--- src/rtl/pipeline_ctrl_pkg.sv ---
// Shared types and constants for the pipeline hazard/stall controller.
// Used by hazard_stall_ctrl and anything that decodes its control bundle.
package pipeline_ctrl_pkg;

    typedef enum logic [0:0] {
        RUN      = 1'b0,
        MUL_WAIT = 1'b1
    } state_e;

    localparam logic [0:0] ST_RUN      = 1'(RUN);
    localparam logic [0:0] ST_MUL_WAIT = 1'(MUL_WAIT);

    // addi x0,x0,0 : what a bubble/flush loads into a pipeline register
    localparam logic [31:0] NOP_INSTR = 32'h0000_0013;

    localparam int REG_ZERO = 0;

    typedef struct packed {
        logic pc_hold;
        logic ifid_hold;
        logic idex_hold;
        logic idex_bubble;
        logic exmem_bubble;
        logic ifid_flush;
        logic busy;
    } ctrl_t;

endpackage

--- src/rtl/hazard_stall_ctrl_sat_counter.sv ---
// Saturating up-counter with synchronous clear; clear beats increment.
module sat_counter #(
    parameter int W = 16
) (
    input  logic         clk_i,
    input  logic         rst_ni,
    input  logic         inc_i,
    input  logic         clr_i,
    output logic [W-1:0] cnt_o
);

    logic [W-1:0] cnt_q, cnt_d;

    always_comb begin
        cnt_d = cnt_q;
        if (clr_i)
            cnt_d = '0;
        else if (inc_i && (cnt_q != {W{1'b1}}))
            cnt_d = cnt_q + 1'b1;
    end

    always_ff @(posedge clk_i or negedge rst_ni) begin
        if (!rst_ni)
            cnt_q <= '0;
        else
            cnt_q <= cnt_d;
    end

    assign cnt_o = cnt_q;

endmodule

--- src/rtl/hazard_stall_ctrl.sv ---
// Pipeline hazard/stall controller: load-use stall, multi-cycle multiply freeze,
// taken-branch flush, and a saturating count of PC-hold cycles.
module hazard_stall_ctrl
    import pipeline_ctrl_pkg::*;
#(
    parameter int REG_ADDR_W = 5,
    parameter int MUL_CYCLES = 4,
    parameter int CNT_W      = 16
) (
    input  logic                  clk_i,
    input  logic                  rst_ni,
    input  logic [REG_ADDR_W-1:0] id_rs_i,
    input  logic [REG_ADDR_W-1:0] id_rt_i,
    input  logic                  id_uses_rt_i,
    input  logic                  id_is_mul_i,
    input  logic [REG_ADDR_W-1:0] ex_rd_i,
    input  logic                  ex_memread_i,
    input  logic                  ex_branch_taken_i,
    input  logic                  stat_clr_i,
    output logic                  pc_nen_write_o,
    output logic                  ifid_nen_write_o,
    output logic                  idex_nen_write_o,
    output logic                  idex_bubble_o,
    output logic                  exmem_bubble_o,
    output logic                  ifid_flush_o,
    output logic                  busy_o,
    output logic [CNT_W-1:0]      stall_count_o
);

    logic [0:0] state_q, state_d;
    logic [2:0] mul_cnt_q, mul_cnt_d;
    logic       load_use;
    ctrl_t      ctrl, ctrl_g;

    // Each term is AND-qualified so don't-care register fields cannot leak through.
    assign load_use = ex_memread_i
                    & (ex_rd_i != REG_ADDR_W'(REG_ZERO))
                    & ((ex_rd_i == id_rs_i) | (id_uses_rt_i & (ex_rd_i == id_rt_i)));

    always_comb begin
        ctrl      = '0;
        state_d   = state_q;
        mul_cnt_d = mul_cnt_q;
        case (state_q)
            ST_RUN: begin
                if (ex_branch_taken_i) begin
                    ctrl.ifid_flush  = 1'b1;
                    ctrl.idex_bubble = 1'b1;
                end else if (load_use) begin
                    ctrl.pc_hold     = 1'b1;
                    ctrl.ifid_hold   = 1'b1;
                    ctrl.idex_bubble = 1'b1;
                end else if (id_is_mul_i && (MUL_CYCLES > 1)) begin
                    // The multiply advances into EX this edge; freeze starts next cycle.
                    state_d   = ST_MUL_WAIT;
                    mul_cnt_d = 3'(MUL_CYCLES - 1);
                end
            end
            ST_MUL_WAIT: begin
                ctrl.pc_hold      = 1'b1;
                ctrl.ifid_hold    = 1'b1;
                ctrl.idex_hold    = 1'b1;
                ctrl.exmem_bubble = 1'b1;
                ctrl.busy         = 1'b1;
                if (mul_cnt_q <= 3'd1) begin
                    state_d   = ST_RUN;
                    mul_cnt_d = 3'd0;
                end else begin
                    mul_cnt_d = mul_cnt_q - 3'd1;
                end
            end
            default: begin
                state_d   = ST_RUN;
                mul_cnt_d = 3'd0;
            end
        endcase
    end

    always_ff @(posedge clk_i or negedge rst_ni) begin
        if (!rst_ni) begin
            state_q   <= ST_RUN;
            mul_cnt_q <= 3'd0;
        end else begin
            state_q   <= state_d;
            mul_cnt_q <= mul_cnt_d;
        end
    end

    // Outputs are decoded from live inputs, so gate them while reset is held.
    assign ctrl_g = rst_ni ? ctrl : '0;

    assign pc_nen_write_o   = ctrl_g.pc_hold;
    assign ifid_nen_write_o = ctrl_g.ifid_hold;
    assign idex_nen_write_o = ctrl_g.idex_hold;
    assign idex_bubble_o    = ctrl_g.idex_bubble;
    assign exmem_bubble_o   = ctrl_g.exmem_bubble;
    assign ifid_flush_o     = ctrl_g.ifid_flush;
    assign busy_o           = ctrl_g.busy;

    sat_counter #(.W(CNT_W)) u_stall_cnt (
        .clk_i  (clk_i),
        .rst_ni (rst_ni),
        .inc_i  (ctrl_g.pc_hold),
        .clr_i  (stat_clr_i),
        .cnt_o  (stall_count_o)
    );

endmodule
--- config.mk ---
export PLATFORM = sky130hd
export DESIGN_NAME = hazard_stall_ctrl
export DESIGN_NICKNAME = d
export VERILOG_FILES = /design/src/rtl/pipeline_ctrl_pkg.sv /design/src/rtl/hazard_stall_ctrl_sat_counter.sv /design/src/rtl/hazard_stall_ctrl.sv
export SDC_FILE = /design/constraint.sdc
export NUM_CORES = 1
export LEC_CHECK = 0
export ABC_CLOCK_PERIOD_IN_PS = 3700
export CAP_MARGIN = 25
export CORE_ASPECT_RATIO = 0.5
export CORE_MARGIN = 5
export CORE_UTILIZATION = 42
export CTS_CLUSTER_SIZE = 10
export DETAILED_ROUTE_END_ITERATION = 10
export GPL_TIMING_DRIVEN = 0
export PLACE_DENSITY = 0.75
export RECOVER_POWER = 100
export SYNTH_ARGS = -nofsm -noshare
export SYNTH_HDL_FRONTEND = slang
export SYNTH_SLANG_ARGS = --single-unit
--- constraint.sdc ---
create_clock -name clk_i -period 3.7 [get_ports clk_i]
set_clock_uncertainty 0.1 [all_clocks]
set_input_delay 1.11 -clock clk_i [delete_from_list [all_inputs] [get_ports clk_i]]
set_output_delay 1.11 -clock clk_i [all_outputs]
set_load 0.01 [all_outputs]
==> reports/results.ini <==
[yosys]
synth_cell_type_count=41
synth-edff-count=0
yosysWarnings=0
synth.yosys.seq_area_share_pct=37.5
synthesis.area_sq_mm=0.00134
postSynth.asyncResetShare_pct=100
yosys.area.top_type_share_pct=37.5
synth_nets=175
yosys.area.top_type=dfrtp_1
syn_inst=150
ys_ff_latch=20
synth.avg_cell_area_sq_um=8.91
synth-main-ff-cell=dfrtp_1
ys_top_cells_by_area=dfrtp_1 (37%), xor2_1 (5.9%), a21oi_1 (5.6%)

[cells_and_area]
drive_gt1_share_pct=17.5
layout_commonest_cell=dfrtp_1
antennaDiodeCount=0
n_fill_cell=272
synthToLayoutAreaGrowth_pct=40.6
fin_cells=240
most-common-layout-cells=dfrtp_1 (20), dlygate4sd3_1 (18), a21oi_1 (15), nand2_1 (10)
num-nets-final=226

[cts]
cts_tree=done
cts_buffers=3
htreeDepth=1
cts_sinks=20
clock_latency_ns=0.26
root_buffer=clkbuf_8
clkSlewWorstSetupHoldPaths_ns=0.07
ctsHoldBuffers=0
clk_path_buf_depth=2

[global_routing]
grt_pass1_wl_um=6020
met3_usage_pct=3.65
use_met1_pct=21.0
grt-ovfl-total=0
grt_max_degree=25
grt_use_total_pct=16.1
grt-busiest-layer=met2
grt_pass1_vias=1296
grt_util_met2_pct=27.2
antenna_found_initial=0

[pwr]
power_mw=0.655
power-per-cell-area_mw_per_mm2=348
irDropWorstVdd_v=0.000168
p_leak_nw=0.857

[sta]
max_freq_mhz=276
rsz0062_at_grt=no
timing.final.max_slew_violations=0
finalSetupViolCount=0
tightest_slew_ns=0.620
hold_violations=0
period_share_pct=98.0
fin_crit_ns=3.63
relSlewSlack_pct=58.3

[die]
pin_count=45
dieArea_sq_mm=0.00448
fp-row-count=14
die_x_um=89.8
start_util_pct=44.1
dieHeight_um=49.9
coreArea_sq_mm=0.00303

[place]
placed_cells=233
gp_congestion=0.827
io_buffers=43
place.detailed.hpwl_um=2610

[worst_setup_path]
cp-start-kind=primary input
r2r_slack_ns=1.09
slowest_delay_ns=0.45
cp-end-kind=output port
r2r-end=u_stall_cnt.cnt_o[10]
arrival_ns=2.42
crit_fanout=4
reg2reg_depth=8
crit_required_ns=2.49
path_cells=clkdlybuf4s50_1 > or3b_4 > o21a_4 > clkinvlp_4 > clkbuf_1
worstSetupPathType=primary input to output port
reg2reg_from=u_stall_cnt.cnt_o[0]
slowest_stage=clkdlybuf4s50_1

[min_path]
hold_depth=1
hp-class=register to register
hp-start=mul_cnt_q[2]
min_delay_worst_endpoint=mul_cnt_q[2]

[routing]
routed_wirelength_um=3560
vias=1380
ant_nets=0
routedWlPerCell_um=14.8
drcViolationCount=0
first_pass_iters=5
via_per_inst=5.75
drt_iter0_markers=70

[run_status]
status=completed

[flow_run]
cap_violations=0

[metal layers]
layer | vias to the layer above | part of all wire (%)
met5 | - | 0
met4 | 0 | 1.0
met3 | 9 | 5.7
met2 | 62 | 47
met1 | 648 | 46
li1 | 661 | -
[registers in the layout (all words and copies together), names as in the netlist]
| name | count |
|---|---|
| state_q | 1 |
| mul_cnt_q | 3 |
| u_stall_cnt.cnt_o | 16 |
[synthesized netlist by cell type (all sizes together) (2+ instances only)]
cell and n:
dfrtp 20, a21oi 15, nand2 10, o31ai 9, or4 9, xor2 9
buf 8, nand3 8, nor2 8, inv 7, and3 4, nor3 4
o21ai 4, and2 3, ha 3, nand4 3, mux2 2, nor2b 2
nor3b 2, nor4 2, o2111ai 2, or3 2
[worst max-delay path by stage]
stage                                  from                to  slack [ns]
final                     ex_branch_taken_i  ifid_nen_write_o        0.07
after global routing             id_rs_i[1]     idex_bubble_o       0.009
after CTS                        id_rs_i[3]    pc_nen_write_o       -0.05
after detailed placement             rst_ni    pc_nen_write_o       -1.54
after global placement               rst_ni    pc_nen_write_o       -1.50
after floorplan                  ex_rd_i[1]    pc_nen_write_o        0.06
[what timing repair did]
item	CTS	global route
buffers inserted	4	1
pin swaps	16	16
setup endpoints to repair	13	3
resized for setup	53	15
[through the flow]
step	TNS, ns	worst slack (ns)	util (%)	hold WS (ns)	area (sq um)
floorplan	0	0.0563	-	0.401	1340
global placement	-9.63	-1.50	60.0	0.416	1820
detailed placement	-10.97	-1.54	60.0	0.425	1820
CTS	-0.0482	-0.0482	62.5	0.443	1890
global route	0	0.00945	62.0	0.476	1880
finish	0	0.0729	62.0	0.438	1880
[cell families (layout without fill, tap and decap cells)]
kind of cell / count (synthesis) / after routing / synth area share (%)
muxes: 2 / 2 / 1.69
AOI/OAI and AO/OA: 37 / 37 / 18.5
adders and majority gates: 3 / 3 / 2.81
and+or+nand+nor: 62 / 62 / 26.8
DFF: 20 / 20 / 37.5
buffers and inverters: 16 / 66 / 6.18
xor gates and xnor gates: 10 / 10 / 6.55
[where the power goes]
| part | switching (mW) | total [mW] | internal [mW] |
|---|---|---|---|
| logic | 0.119 | 0.223 | 0.104 |
| registers | 0.0193 | 0.261 | 0.242 |
| clock network | 0.0757 | 0.171 | 0.0949 |
| total | 0.214 | 0.655 | 0.441 |
[layout make-up]
class	count	area, sq um	share of cell area, %
multi-input combinational	114	788	41.9
sequential	20	500	26.6
timing repair buffer	48	419	22.3
clock buffer	4	55.1	2.93
tap	40	50.0	2.66
buffer	7	36.3	1.93
inverter	7	30.0	1.60
[critical path: cells and delay by family]
family	cells	cell delay (ns)
buf+inv	3	0.68
simple gates	1	0.40
compound gates	1	0.22
Power figures use the tool's default switching activity.
